===== config.mk =====
export PLATFORM = sky130hd
export DESIGN_NAME = if_id_reg
export DESIGN_NICKNAME = d
export VERILOG_FILES = /design/src/rtl/if_id_reg.sv
export SDC_FILE = /design/constraint.sdc
export NUM_CORES = 1
export LEC_CHECK = 0
export ABC_CLOCK_PERIOD_IN_PS = 1800
export CORE_ASPECT_RATIO = 0.7
export CORE_MARGIN = 3
export CORE_UTILIZATION = 41
export CTS_BUF_LIST = sky130_fd_sc_hd__clkbuf_8
export CTS_CLUSTER_SIZE = 28
export DETAILED_ROUTE_END_ITERATION = 8
export PLACE_DENSITY = 0.76
export SLEW_MARGIN = 15
export SYNTH_ARGS = -nofsm -noshare
export SYNTH_HDL_FRONTEND = slang
export SYNTH_SLANG_ARGS = --single-unit

===== constraint.sdc =====
create_clock -name clk -period 1.8 [get_ports clk]
set_clock_uncertainty 0.05 [all_clocks]
set_input_delay 0.36 -clock clk [delete_from_list [all_inputs] [get_ports clk]]
set_output_delay 0.36 -clock clk [all_outputs]
set_load 0.02 [all_outputs]

===== src/rtl/if_id_reg.sv =====
// ============================================================================
// Module   : if_id_reg
// Purpose  : IF/ID pipeline register with fetch address check, flush bubble,
//            stall hold and a saturating stall-cycle counter.
// Revision : 1.0
// ============================================================================
`default_nettype none

module if_id_reg (
    input  logic        clk,
    input  logic        reset,
    input  logic        stall,
    input  logic        flush,
    input  logic [31:0] if_pc,
    input  logic [31:0] if_instr,
    input  logic        if_bd,
    output logic [31:0] id_pc,
    output logic [31:0] id_instr,
    output logic [31:0] id_pc8,
    output logic [4:0]  id_exccode,
    output logic        id_bd,
    output logic        id_valid,
    output logic [15:0] stall_cnt
);

    localparam logic [31:0] c_reset_pc   = 32'h0000_3000;
    localparam logic [31:0] c_exc_pc     = 32'h0000_4180;
    localparam logic [31:0] c_text_lo    = 32'h0000_3000;
    localparam logic [31:0] c_text_hi    = 32'h0000_6FFC;
    localparam logic [4:0]  c_exc_adel   = 5'd4;
    localparam logic [15:0] c_cnt_max    = 16'hFFFF;

    // Declaration initialisers give the power-on state equal to reset.
    logic [31:0] r_pc       = c_reset_pc;
    logic [31:0] r_pc8      = c_reset_pc + 32'd8;
    logic [31:0] r_instr    = 32'd0;
    logic [4:0]  r_exccode  = 5'd0;
    logic        r_bd       = 1'b0;
    logic        r_valid    = 1'b0;
    logic [15:0] r_stall_cnt = 16'd0;

    logic        w_bad_addr;

    assign w_bad_addr = (if_pc[1:0] != 2'b00) || (if_pc < c_text_lo) || (if_pc > c_text_hi);

    always_ff @(posedge clk) begin
        if (!reset) begin
            r_pc        <= c_reset_pc;
            r_pc8       <= c_reset_pc + 32'd8;
            r_instr     <= 32'd0;
            r_exccode   <= 5'd0;
            r_bd        <= 1'b0;
            r_valid     <= 1'b0;
            r_stall_cnt <= 16'd0;
        end else if (flush) begin
            r_pc        <= c_exc_pc;
            r_pc8       <= c_exc_pc + 32'd8;
            r_instr     <= 32'd0;
            r_exccode   <= 5'd0;
            r_bd        <= 1'b0;
            r_valid     <= 1'b0;
        end else if (stall) begin
            if (r_stall_cnt != c_cnt_max) begin
                r_stall_cnt <= r_stall_cnt + 16'd1;
            end
        end else begin
            r_pc        <= if_pc;
            r_pc8       <= if_pc + 32'd8;
            r_bd        <= if_bd;
            r_valid     <= 1'b1;
            r_instr     <= w_bad_addr ? 32'd0 : if_instr;
            r_exccode   <= w_bad_addr ? c_exc_adel : 5'd0;
        end
    end

    assign id_pc      = r_pc;
    assign id_pc8     = r_pc8;
    assign id_instr   = r_instr;
    assign id_exccode = r_exccode;
    assign id_bd      = r_bd;
    assign id_valid   = r_valid;
    assign stall_cnt  = r_stall_cnt;

endmodule

`default_nettype wire


==> impl_metrics.ini <==
[yosys]
synthFlopType = dfxtp_1
yosysTopAreaCellShare_pct = 45.9
synth_area_sq_mm = 0.00488
syn_inst = 550
synth_top_area_cell = dfxtp_1
synth.area.top_cells = dfxtp_1 (46%), mux2i_1 (7.4%), a21oi_1 (5.6%)
synthArstFlopShare_pct = 0
yosysSeqAreaShare_pct = 45.9
synth-edff-count = 0
yosysWarnings = 0
synth_cell_types = 51
ys_seq_elements = 112
avgSynthCellArea_sq_um = 8.88

[placement]
gp_congestion = 0.859
io_buffer_count = 183
post_dp_cell_area_sq_mm = 0.00730
place_ws_ns = -0.681
place_hpwl_um = 11100

[cells_and_area]
synthToLayoutAreaGrowth_pct = 59.5
nFillCells = 909
design_area_sq_mm = 0.00779
drive_above_1_share_pct = 18.2
nets = 857
final_util_pct = 68.8

[critical_path]
r2r-start = stall_cnt[9]$_SDFFE_PN0P_
cp_top_family = buffers and inverters
crit_arrival_ns = 1.36
path_buf_inv = 1
critPathSlowestCell = clkdlybuf4s50_1
start_kind = flop
crit_required_ns = 1.39
path_max_fanout = 2
path_cells = clkdlybuf4s50_1
path_class = reg -> out
worstSetupEndpointType = output port
startpoint = id_pc[16]$_SDFFE_PP0N_
max_stage_delay_ns = 0.62

[timing]
hold_viol = 0
setup_viol = 0
period_share_pct = 98.2
setup_ws_ns = 0.0324
period_minus_slack_ns = 1.77
fmax_mhz = 566
rsz0062_at_grt = no
holdWs_ns = 0.325
drv_slew = 0

[global_route]
overflow = 0
grt.total_usage_pct = 22.5
antenna_found_initial = 1
grt_max_degree = 66
grt_pass1_vias = 4722
grt_pass1_wl_um = 24300

[clock_tree]
h-tree-depth = 3
numCtsBuffers = 9
clk_pin_slew_worst_paths_ns = 0.10
cts_num_sinks = 112
clock_latency_ns = 0.37
cts-root-buf = clkbuf_8
hold_buffers = 0
cts_tree = yes
cts_buffer_depth = 2

[drt]
routedWlPerCell_um = 16.3
drtPass1Iterations = 4
routed_via_density = 5.13
postRouteAntennaNets = 0
vias = 4848
drcViolationCount = 0
routed_wl_um = 15400
drtIter0Drc = 316

[floorplan]
die_area_sq_mm = 0.0133
rows = 32
die_w_um = 136
start_util_pct = 43.1
die_h_um = 97.3
ios = 188
core_area_sq_mm = 0.0113

[power_and_ir_drop]
p_per_area_mw_per_mm2 = 628
peakVddDrop_v = 0.000365
power.leakage_uw = 0.00362
power_uw = 4890

[hold_path]
min_from = if_pc[30]
hold_path.class = in -> reg

[job]
drv_cap = 0

[outcome]
status = completed
## path summary, 6_finish.rpt
check                               end  slack, ns  depth (start not counted)
max                           id_pc[16]       0.03                          1
min              id_pc[30]$_SDFFE_PP0N_       0.32                          4
max reg2reg  stall_cnt[12]$_SDFFE_PN0P_       0.09                          5
min reg2reg    id_instr[0]$_SDFFE_PP0N_       0.42                          2
## synth_stat cells (6+ instances only)
cell type    n
inv_1        6
buf_4        9
nor2_1      53
mux2i_1     36
nand4_1     11
nor4_1       6
dfxtp_1    112
clkbuf_1    19
and3_1       6
o21ai_0     26
nand3_1     34
nand3b_1    11
a21oi_2      8
nand2_1     57
xnor2_1      9
xor2_1      22
nand3_2      9
a21oi_1     55
## tightest hold or removal path, cell delays in order
cell,delay (ns)
clkbuf_2,0.10
buf_4,0.12
mux2i_1,0.06
nor2_1,0.07
## cells in the final DEF (no fill, tap or decap), types with 5 or more instances in the layout
cell and count:
a21oi_1 53, a21oi_2 10, and3_1 6, buf_12 6, buf_4 69, clkbuf_8 11, clkdlybuf4s50_1 98, dfxtp_1 108
dlygate4sd2_1 35, dlymetal6s2s_1 42, inv_1 8, mux2i_1 36, nand2_1 56, nand3_1 30, nand3_2 13, nand3b_1 11
nand4_1 11, nor2_1 52, nor4_2 5, o21ai_0 25, xnor2_1 9, xor2_1 22
## state kept, by name, indices dropped and copies added (netlist names)
signal	count
id_pc8	29
id_bd	1
stall_cnt	16
id_exccode	1
id_valid	1
id_instr	32
id_pc	32
## routing by layer
layer / part of all wire (%) / wire, um / GRT usage (%)
met1: 44 / 6700 / 29.9
met2: 47 / 7250 / 36.9
met3: 8.2 / 1260 / 6.31
met4: 1.1 / 167 / 4.34
met5: 0 / 0 / 0
## per-stage QoR
step | TNS, ns | cells
2_1_floorplan | -0.00103 | 553
3_3_place_gp | -27.24 | 920
3_5_place_dp | -30.52 | 920
4_1_cts | 0 | 941
5_1_grt | 0 | 945
6_report | 0 | 945
## cell type report
cell class,instances,area (sq um),share of cell area (%)
timing repair buffer,263,2630,33.7
clock inverter,5,48.8,0.626
sequential,112,2250,28.8
multi-input combinational,393,2500,32.0
tap,153,191,2.46
clock buffer,11,151,1.94
antenna,1,2.50,0.0321
inverter,7,26.3,0.337
## power breakdown
part,internal [uW],leakage [uW],switching [uW]
clock,707,0.000109,808
combinational,389,0.00260,410
sequential,2540,0.000914,38.0
total,3640,0.00362,1260
## timing repair
| action | CTS | global route |
|---|---|---|
| gates resized for setup | 62 | 61 |
| endpoints found under the setup margin | 60 | 79 |
| buffers inserted | 3 | 1 |
| pin swaps | 26 | 19 |
| cloned | 3 | 2 |
## logic make-up after synthesis
group	share of synthesized area (%)
mux	7.61
flops	45.9
buf+inv	5.15
xor+xnor	5.56
compound gates	12.7
simple gates	22.5
fa+ha+maj	0.512
other cells	0.0768
Power figures use the tool's default switching activity.
